===== config.mk =====
export PLATFORM = sky130hd
export DESIGN_NAME = countdown_mmss_timer
export DESIGN_NICKNAME = d
export VERILOG_FILES = /design/src/rtl/countdown_mmss_timer.sv
export SDC_FILE = /design/constraint.sdc
export NUM_CORES = 1
export LEC_CHECK = 0
export ABC_CLOCK_PERIOD_IN_PS = 5190
export BUFFER_PORTS_ARGS = -buffer_cell sky130_fd_sc_hd__buf_2
export CAP_MARGIN = 20
export CORE_ASPECT_RATIO = 0.6
export CORE_MARGIN = 2
export CORE_UTILIZATION = 50
export CTS_CLUSTER_DIAMETER = 150
export DETAILED_ROUTE_END_ITERATION = 16
export GPL_TIMING_DRIVEN = 1
export PLACE_DENSITY = 0.72
export REMOVE_ABC_BUFFERS = 1
export SLEW_MARGIN = 40
export SYNTH_ARGS = -nofsm -noshare
export SYNTH_HDL_FRONTEND = slang
export SYNTH_SLANG_ARGS = --single-unit

===== constraint.sdc =====
create_clock -name clock -period 5.19 [get_ports clock]
set_clock_uncertainty 0.2 [all_clocks]
set_input_delay 0.2595 -clock clock [delete_from_list [all_inputs] [get_ports clock]]
set_output_delay 0.2595 -clock clock [all_outputs]
set_load 0.1 [all_outputs]

===== src/rtl/countdown_mmss_timer.sv =====
// Irrigation-duration countdown timer: MM:SS held as four BCD digits, decremented once per
// PRESCALE clock cycles while running, with load/start/stop control and an expiry pulse.
module countdown_mmss_timer #(
    parameter int PRESCALE   = 50_000_000,
    parameter int PRESCALE_W = 26
) (
    input  logic        clock,
    input  logic        reset,
    input  logic        load,
    input  logic [15:0] load_value,
    input  logic        start,
    input  logic        stop,
    output logic [15:0] time_bus,
    output logic        running,
    output logic        done,
    output logic        load_error
);

    typedef enum logic [1:0] {
        IDLE    = 2'd0,
        RUN     = 2'd1,
        PAUSE   = 2'd2,
        EXPIRED = 2'd3
    } state_t;

    localparam logic [PRESCALE_W-1:0] PRESC_MAX = PRESCALE_W'(PRESCALE - 1);

    state_t                state_q, state_d;
    logic [15:0]           time_q, time_d;
    logic [PRESCALE_W-1:0] presc_q, presc_d;
    logic                  running_q, done_q, done_d, lerr_q, lerr_d;
    logic                  tick;
    logic [15:0]           dec_val;

    function automatic logic load_ok(input logic [15:0] v);
        return (v[15:12] <= 4'd9) && (v[11:8] <= 4'd9) &&
               (v[7:4] <= 4'd5) && (v[3:0] <= 4'd9);
    endfunction

    // One-second decrement with borrow rippling s_units -> s_tens -> m_units -> m_tens.
    function automatic logic [15:0] bcd_dec(input logic [15:0] t);
        logic [3:0] mt, mu, st, su;
        logic       b;
        mt = t[15:12];
        mu = t[11:8];
        st = t[7:4];
        su = t[3:0];
        b  = (su == 4'd0);
        su = b ? 4'd9 : su - 4'd1;
        if (b) begin
            b  = (st == 4'd0);
            st = b ? 4'd5 : st - 4'd1;
        end
        if (b) begin
            b  = (mu == 4'd0);
            mu = b ? 4'd9 : mu - 4'd1;
        end
        if (b) begin
            mt = mt - 4'd1;
        end
        return {mt, mu, st, su};
    endfunction

    always_comb begin
        state_d = state_q;
        time_d  = time_q;
        presc_d = presc_q;
        done_d  = 1'b0;
        lerr_d  = 1'b0;
        tick    = (state_q == RUN) && (presc_q == PRESC_MAX);
        dec_val = bcd_dec(time_q);
        case (state_q)
            RUN: begin
                // The prescaler advances on every RUN cycle, including the one that pauses.
                presc_d = tick ? '0 : presc_q + 1'b1;
                if (tick) begin
                    time_d = dec_val;
                end
                if (tick && (dec_val == 16'h0000)) begin
                    state_d = EXPIRED;
                    done_d  = 1'b1;
                end else if (stop) begin
                    state_d = PAUSE;
                end
            end
            default: begin
                if (load) begin
                    if (load_ok(load_value)) begin
                        time_d  = load_value;
                        presc_d = '0;
                        state_d = IDLE;
                    end else begin
                        lerr_d = 1'b1;
                    end
                end else if (start && (time_q != 16'h0000) && (state_q != EXPIRED)) begin
                    state_d = RUN;
                    if (state_q == IDLE) begin
                        presc_d = '0;
                    end
                end
            end
        endcase
    end

    always_ff @(posedge clock) begin
        if (reset) begin
            state_q   <= IDLE;
            time_q    <= 16'h0000;
            presc_q   <= '0;
            running_q <= 1'b0;
            done_q    <= 1'b0;
            lerr_q    <= 1'b0;
        end else begin
            state_q   <= state_d;
            time_q    <= time_d;
            presc_q   <= presc_d;
            running_q <= (state_d == RUN);
            done_q    <= done_d;
            lerr_q    <= lerr_d;
        end
    end

    assign time_bus   = time_q;
    assign running    = running_q;
    assign done       = done_q;
    assign load_error = lerr_q;

endmodule


# [After elaboration in Yosys (flattened, before gate mapping)]
# Cells that the tools add are included.
[totals] regBits=47 input_bits=21 word_cells=70
[classes] n_addsub=5 magnitude_cmp=4 n_eq_ne=6 muxes=26 n_bitwise=2 n_reduce_logical=21
[op_table] op="$mux 26" n=6
[op_table] op="$mux 16" n=4
[op_table] op="$add 26x1->26 const B" n=1
[op_table] op="$eq 26x26->1 const B" n=1
[op_table] op="$mux 4" n=6
[op_table] op="$logic_not 16->1" n=1
[op_table] op="$reduce_bool 16->1" n=1
[op_table] op="$sub 4x1->4 const B" n=4
[op_table] op="$le 4x4->1 const B" n=3
[op_table] op="$logic_not 4->1" n=3
[op_table] op="$mux 2" n=6
[op_table] op="$logic_and 1x1->1" n=7
[op_table] op="$reduce_and 3->1" n=2
[op_table] op="$reduce_bool 3->1" n=2
[op_table] op="$eq 2x1->1 const B" n=2
[op_table] op="$le 4x3->1 const B" n=1
[op_table] op="$mux 1" n=4
[op_table] op="$ne 2x2->1 const B" n=2
[op_table] op="$reduce_bool 2->1" n=2
[op_table] op="$ne 3x1->1 const B" n=1
[op_table] op="$reduce_or 3->1" n=1
[op_table] op="$logic_not 2->1" n=1
[op_table] op="$not 1->1" n=2
[op_table] op="$reduce_or 2->1" n=1

# [Longest topological paths before layout]
# Gate-level depths: netlist of run 1.
[logic_depth] depth_word=9 mapped_depth=8

# [Worst setup path after synthesis of run 1]
# OpenSTA, ideal clock, no wires.
[synth_timing] path_kind="register -> register" startpoint="register time_q[12] (netlist: time_bus[12])" endpoint="register state_q[0]" arrival_ps=2448 required_ps=4921 path_slack_ps=2473 stages_incl_launch_ff=8 n_path_buf=0 path_cell_list="dfxtp_1 -> inv_1 -> ha_1 -> nand4bb_1 -> a21oi_1 -> a21oi_1 -> or4_1 -> o21ai_1"
[synth_via] elab_chain_cells=6
[synth_rtl] element="from (decl)" line="29" text="logic [15:0] time_q, time_d;"
[synth_rtl] element="from (signal assigned)" line="115" text="time_q <= time_d;"
[synth_rtl] element="$sub 4x1->4 or $reduce_bool 16->1 (tied branches)" line="59, 95"
[synth_rtl] element="$mux 4 or $logic_and 1x1->1 (tied branches)" line="58, 95"
[synth_rtl] element="$logic_not 16->1 or $logic_and 1x1->1 (tied branches)" line="79, 95"
[synth_rtl] element="$logic_and 1x1->1 or $mux 2 (tied branches)" line="79, 95"
[synth_rtl] element="$mux 2 (on tied branches)" line="79, 87"
[synth_rtl] element="$mux 2 (*)" line="72" text="case (state_q)"
[synth_rtl] element="to (signal assigned)" line="114" text="state_q <= state_d;"
[synth_rtl] element="to (decl)" line="28" text="state_t state_q, state_d;"
# Every way passes the cells marked *; elsewhere a longest branch is shown, timed or not.
# A chain may end at the register's enable or synchronous reset.

# [Worst setup path after layout of run 1]
[layout_timing] startpoint="register time_q[9] (netlist: time_bus[9])" endpoint="register presc_q[8]"
[layout_via] elab_chain_cells=5
[layout_rtl] element="$reduce_bool 16->1" line="95" text="end else if (start && (time_q != 16'h0000) && (state_q != EXPIRED)) begin"
[layout_rtl] element="$logic_and 1x1->1 (2 in series)" line="95"
[layout_rtl] element="$reduce_bool 3->1 (no line)"
[layout_rtl] element="$reduce_and 3->1 (no line)"
[layout_rtl] element="to (signal assigned)" line="116" text="presc_q <= presc_d;"
[layout_rtl] element="to (decl)" line="30" text="logic [PRESCALE_W-1:0] presc_q, presc_d;"
# No other way between the ends.

==> flow_summary.ini, run 1 <==
[yosys]
synthFlopType = dfxtp_1
synth_most_common_cell = dfxtp_1
ys_ff_latch = 47
syn_area_um2 = 2820
yosysSeqAreaShare_pct = 33.3
synth_edf_count = 0
synth.top_cells.by_area = dfxtp_1 33%, a21oi_1 6.9%, nand2_1 5.7%, o21ai_0 5.5%, nor2_1 5.1%
yosysWarnings = 0
yosysUniqueCellTypes = 64
yosysTopAreaCell = dfxtp_1
synth_top_area_share_pct = 33.3
postSynthAreaPerCell_um2 = 7.77
synthTopCellsByCount = 47 x dfxtp_1, 43 x nand2_1, 39 x a21oi_1
async_flop_share_pct = 0
synthCells = 363

[final_layout]
multi_input_area_um2 = 1790
seq_area_um2 = 941
antenna_cells = 0
syn_to_final_growth_pct = 11.8
drive_above_1_share_pct = 17.3
final.fill_count = 506
final_core_util_pct = 57.2
fin_nets = 417

[critical_path]
critPathArrivalTime_ns = 2.75
critical_path.max_fanout = 10
crit_type = reg -> reg
cp-end-kind = register
worst-endpoint-required_ns = 5.21
crit_path_start_kind = register

[clock_network]
cts_max_path_buffers = 2
clk_pin_slew_ns = 0.08
root_buffer = clkbuf_8
clk_latency_ns = 0.30
cts_buffers = 5
ctsResizeCount = 0
hold_buffers = 0
h-tree-depth = 2
cts.sinks = 47
cts_tree = done
postCtsSetupBuffers = 0

[sta]
hold_viol_final = 0
period_share_pct = 52.6
layout_min_cycle_time_ns = 2.73
drv_slew = 0
rsz0062_at_grt = false
whs_ns = 0.0357
worst_pin_slew_ns = 0.803
tns_ns = 0
setup_viol = 0
relSlewSlack_pct = 46.4
fmax_mhz = 366
setup_ws_ns = 2.46

[floorplan]
start_util_pct = 51.1
core.rowCount = 21
die_h_um = 62.2
die_area_um2 = 6280
core-area_um2 = 5520
die_w_um = 101
design.portCount = 40

[route]
drt_iter0_markers = 218
drtAntennaViolNets = 0
routedWlPerCell_um = 17.1
wirelength_mm = 7.91
drcViolationCount = 0
avgViaCountPerCell = 6.34
detailroute.via_count = 2931
drtPass1Iterations = 4

[run_status]
status = finished, final reports clean

[power]
ir_worst_vdd_uv = 176
p_leak_nw = 1.11
total_power_uw = 769
cellPowerDensity_nw_per_um2 = 244

[flow_run]
maxCapViolations = 0

[placed_design]
pre_cts_slack_ns = 2.56
portBuffers = 39
place_hpwl_mm = 5.71
place.gp.congestion = 0.904

[grt]
antenna_found_initial = 0
grt_pass1_wl_mm = 12.8
grt_pass1_vias = 2555
grt_max_degree = 43
grt_overflow_total = 0
grt_usage_pct = 25.3

[hold_path]
min_path_type = in -> reg
## worst paths after layout
| check | from | end | slack, ns | cells past startpoint |
|---|---|---|---|---|
| worst max register to register | time_bus[9] | presc_q[8] | 2.46 | 6 |
| worst max-delay path | time_bus[9] | presc_q[8] | 2.46 | 6 |
| worst min-delay path | load_value[0] | time_bus[0] | 0.04 | 3 |
| worst min register to register | time_bus[7] | time_bus[7] | 0.30 | 1 |
## worst max-delay path: stages (launching register included)
cell      delay (ns)
dfxtp_1         0.38
nor3_1          0.47
nand4_2         0.34
o211ai_4        0.44
and2_1          0.48
a21oi_1         0.08
a211oi_1        0.25
## layout make-up
cell class,count,area share [%]
Clock buffer,6,2.30
Clock inverter,1,0.952
Inverter,8,0.952
Multi-Input combinational cell,290,56.6
Sequential cell,47,29.8
Tap cell,69,2.74
Timing Repair Buffer,41,6.66
## metrics by stage
stage	cells	instance area [µm²]
final	462	3160
after global routing	462	3160
after CTS	462	3150
after detailed placement	455	3050
after global placement	455	3040
after floorplan	345	2750
## layout by cell type, fill, tap and decap left out, types with 4 or more instances in the layout
cell type  count
xnor2_1        5
dfxtp_1       47
nand3_1       13
and3_1         4
buf_2         39
nor3_1        11
nand2_1       43
a311oi_1       9
o21ai_0       31
a31oi_1        9
nor2_1        36
inv_1          8
a21oi_1       38
nand4b_1       4
clkbuf_8       5
and2_1         5
nand4_1        8
## routing by layer
layer	routed length, µm	up-vias	part of all wire (%)	GRT usage [%]
li1	-	1419	-	-
met1	4010	1377	51	41.9
met2	3160	130	40	32.3
met3	703	5	8.9	6.08
met4	42	0	0.53	4.73
met5	0	-	0	0
## report_power, final
part	internal [mW]	leakage, nW	switching, mW
Sequential	0.365	0.379	0.00744
Combinational	0.0355	0.682	0.101
Clock	0.141	0.0513	0.119
## logic make-up (layout without fill, tap and decap cells)
kind of cell,count (synthesis),in the layout,synth area share (%)
AO/OA/AOI/OAI,114,114,26.5
adder cells (fa/ha/maj),3,3,1.33
multiplexers,2,2,0.710
flip-flops,47,47,33.3
buffers and inverters,26,56,3.77
AND/OR/NAND/NOR,166,166,32.8
XOR/XNOR,5,5,1.55
## flip-flops by register name, indices dropped and copies added, names as in the netlist
| name | cells |
|---|---|
| presc_q | 26 |
| load_error | 1 |
| done | 1 |
| state_q | 2 |
| running | 1 |
| time_bus | 16 |
No activity file was read; power rests on OpenSTA's default activity.
==> run 2, diff against run 1 <==
--- a/config.mk
+++ b/config.mk
@@ -5,7 +5,8 @@
 export SDC_FILE = /design/constraint.sdc
 export NUM_CORES = 1
 export LEC_CHECK = 0
-export ABC_CLOCK_PERIOD_IN_PS = 5190
+export ABC_AREA = 1
+export ABC_CLOCK_PERIOD_IN_PS = 2500
 export BUFFER_PORTS_ARGS = -buffer_cell sky130_fd_sc_hd__buf_2
 export CAP_MARGIN = 20
 export CORE_ASPECT_RATIO = 0.6
@@ -14,7 +15,7 @@
 export CTS_CLUSTER_DIAMETER = 150
 export DETAILED_ROUTE_END_ITERATION = 16
 export GPL_TIMING_DRIVEN = 1
-export PLACE_DENSITY = 0.72
+export PLACE_DENSITY = 0.74
 export REMOVE_ABC_BUFFERS = 1
 export SLEW_MARGIN = 40
 export SYNTH_ARGS = -nofsm -noshare
==> constraint.sdc (replaced) <==
create_clock -name clock -period 2.5 [get_ports clock]
set_clock_uncertainty 0.2 [all_clocks]
set_input_delay 0.125 -clock clock [delete_from_list [all_inputs] [get_ports clock]]
set_output_delay 0.125 -clock clock [all_outputs]
set_load 0.1 [all_outputs]
==> run 2 against run 1 <==
Net effect:
- die area up 8.0%
- count of clock-buffer cells in the layout unchanged
- via count up 20%
- setup slack worse by 2.2 ns
- core utilization up 3.5 points
- sequential power up 110%
- synthesized cell count up 37%
- first-iteration DRC count up 100%
- synthesized area up 8.5%
- critical endpoint is now presc_q[15]
==> flow_summary.ini, run 2 <==
[run_status]
status = finished, final reports clean

[clock_network]
clk_latency_ns = 0.31
cts.sinks = 47
postCtsSetupBuffers = 0
cts_buffers = 5
root_buffer = clkbuf_8
h-tree-depth = 2
cts_max_path_buffers = 2
clk_pin_slew_ns = 0.09
cts_tree = done

[final_layout]
mostFrequentLayoutCells = 140 x nand2_1, 58 x nor2_1, 47 x dfxtp_1
drive_above_1_share_pct = 14.5
fin_nets = 575
final.fill_count = 619
final_core_util_pct = 60.7
top_register = presc_q
antenna_cells = 0
final_common_cell = nand2_1
largest_reg_flops = 26
syn_to_final_growth_pct = 19.1

[power]
p_int_mw = 1.28
pwr-share-clk_pct = 36.3
cellPowerDensity_nw_per_um2 = 507
ir_worst_vdd_uv = 274
power_switching_uw = 570
power_frac_comb_pct = 21.5
swShare_pct = 30.8
sequentialPowerShare_pct = 42.3
p_leak_nw = 1.56

[route]
drtAntennaViolNets = 0
avgViaCountPerCell = 5.52
wirelength_mm = 9.23
drt_iter0_markers = 437
routedWlPerCell_um = 14.5
drcViolationCount = 0
detailroute.via_count = 3508
drtPass1Iterations = 5

[grt]
grt_usage_pct = 28.6
grt_pass1_vias = 3090
antenna_found_initial = 0
grt_max_degree = 27
grt_pass1_wl_mm = 15.4
grt_overflow_total = 0

[critical_path]
reg2reg_from = presc_q[0]
crit_type = reg -> reg
path_cells = ha_1 > nand2_1 > nor2_1 > nand4_1 > nor2_1 > nand4_1 > buf_4 > nand4_1 > a21oi_1
rr_worst_depth = 9
cp-end-kind = register
cp-startpoint = presc_q[0]
r2r_slack_ns = 0.27
critPathSlowestCell = dfxtp_1
timing.rr.end = presc_q[15]
crit_path_start_kind = register
critPathArrivalTime_ns = 2.22
crit_path_frequent_cell = nand4_1
max_stage_delay_ns = 0.42
critical_path.max_fanout = 7
worst-endpoint-required_ns = 2.49
endpoint = presc_q[15]

[sta]
rsz0062_at_grt = false
relSlewSlack_pct = 56.0
worst_pin_slew_ns = 0.657
hold_viol_final = 0
layout_min_cycle_time_ns = 2.23
fmax_mhz = 449
setup_viol = 0
tns_ns = 0
drv_slew = 0
period_share_pct = 89.1

[yosys]
synth.top_cells.by_area = dfxtp_1 31%, nand2_1 17%, nor2_1 7.1%, a21oi_1 6.7%, nand3_1 6.2%
async_flop_share_pct = 0
synth_edf_count = 0
yosysSeqAreaShare_pct = 30.7
synthTopCellsByCount = 140 x nand2_1, 58 x nor2_1, 47 x dfxtp_1
synth_most_common_cell = nand2_1
ys_ff_latch = 47
yosysTopAreaCell = dfxtp_1
synthFlopType = dfxtp_1
yosysWarnings = 0
synthCells = 496
postSynthAreaPerCell_um2 = 6.17
syn_area_um2 = 3060
synth_top_area_share_pct = 30.7
yosysUniqueCellTypes = 34

[placed_design]
place_hpwl_mm = 6.76
portBuffers = 39
place.gp.congestion = 0.996

[floorplan]
design.portCount = 40
die_h_um = 64.6
start_util_pct = 51.0
die_area_um2 = 6780
die_w_um = 105
core.rowCount = 22
core-area_um2 = 6000

[flow_run]
maxCapViolations = 0

[hold_path]
min_path_type = in -> reg
holdPathStages = 5
run 2: cell type report:
type	count	area (µm²)	share of cell area, %
Multi-Input combinational cell	384	1860	51.0
Inverter	48	180	4.94
Sequential cell	47	941	25.8
Timing Repair Buffer	65	425	11.7
Tap cell	84	105	2.88
Clock inverter	2	60.1	1.65
Clock buffer	6	72.6	1.99
run 2: worst min path at each step:
stage | end | from
3_5_place_dp | time_bus[0] | load_value[0]
6_report | time_bus[12] | load_value[12]
5_1_grt | time_bus[12] | load_value[12]
3_3_place_gp | time_bus[0] | load_value[0]
2_1_floorplan | presc_q[0] | reset
4_1_cts | time_bus[12] | load_value[12]
run 2: cell families after synthesis:
logic type / share of synthesized area, %
AOI/OAI and AO/OA: 15.5
xor gates and xnor gates: 1.14
adders and majority gates: 1.23
buffers and inverters: 8.63
and+or+nand+nor: 42.8
DFF: 30.7
run 2: per-stage QoR:
stage / power (mW) / instances / worst slack, ns / area (µm²) / hold WS (ns)
after floorplan: 1.06 / 479 / 0.0691 / 2980 / -0.00593
after global placement: 1.17 / 614 / 0.363 / 3370 / 0.193
after detailed placement: 1.17 / 614 / 0.274 / 3370 / 0.209
after CTS: 1.85 / 636 / 0.265 / 3640 / 0.00751
after global routing: 1.93 / 636 / 0.0487 / 3640 / 0.0376
final: 1.85 / 636 / 0.272 / 3640 / 0.0269
run 2: repair_timing:
action / 4_1_cts / 5_1_grt
endpoints found under the setup margin: 0 / 3
resized for setup: 0 / 1
hold buffers: 14 / 0
endpoints found under the hold margin: 20 / 0
run 2: worst max-delay path: cells and delay by family (launching register included):
family | cells | cell delay (ns)
AND/OR/NAND/NOR | 6 | 0.93
flip-flops | 1 | 0.42
buffers and inverters | 1 | 0.27
adder cells (fa/ha/maj) | 1 | 0.23
AO/OA/AOI/OAI | 1 | 0.07
run 2: power groups by stage:
| stage | Combinational, mW | Clock [mW] | Sequential, mW |
|---|---|---|---|
| 2_1_floorplan | 0.191 | 0 | 0.871 |
| 3_3_place_gp | 0.368 | 0 | 0.797 |
| 3_5_place_dp | 0.374 | 0 | 0.798 |
| 4_1_cts | 0.391 | 0.678 | 0.780 |
| 5_1_grt | 0.437 | 0.708 | 0.784 |
| 6_report | 0.397 | 0.670 | 0.780 |
run 2: routing by layer:
metal	global-route usage, %	vias to the layer above	share of wire (%)
met5	0	-	0
met4	6.83	0	1.2
met3	8.25	16	11
met2	38.0	178	38
met1	44.1	1565	49
li1	-	1749	-
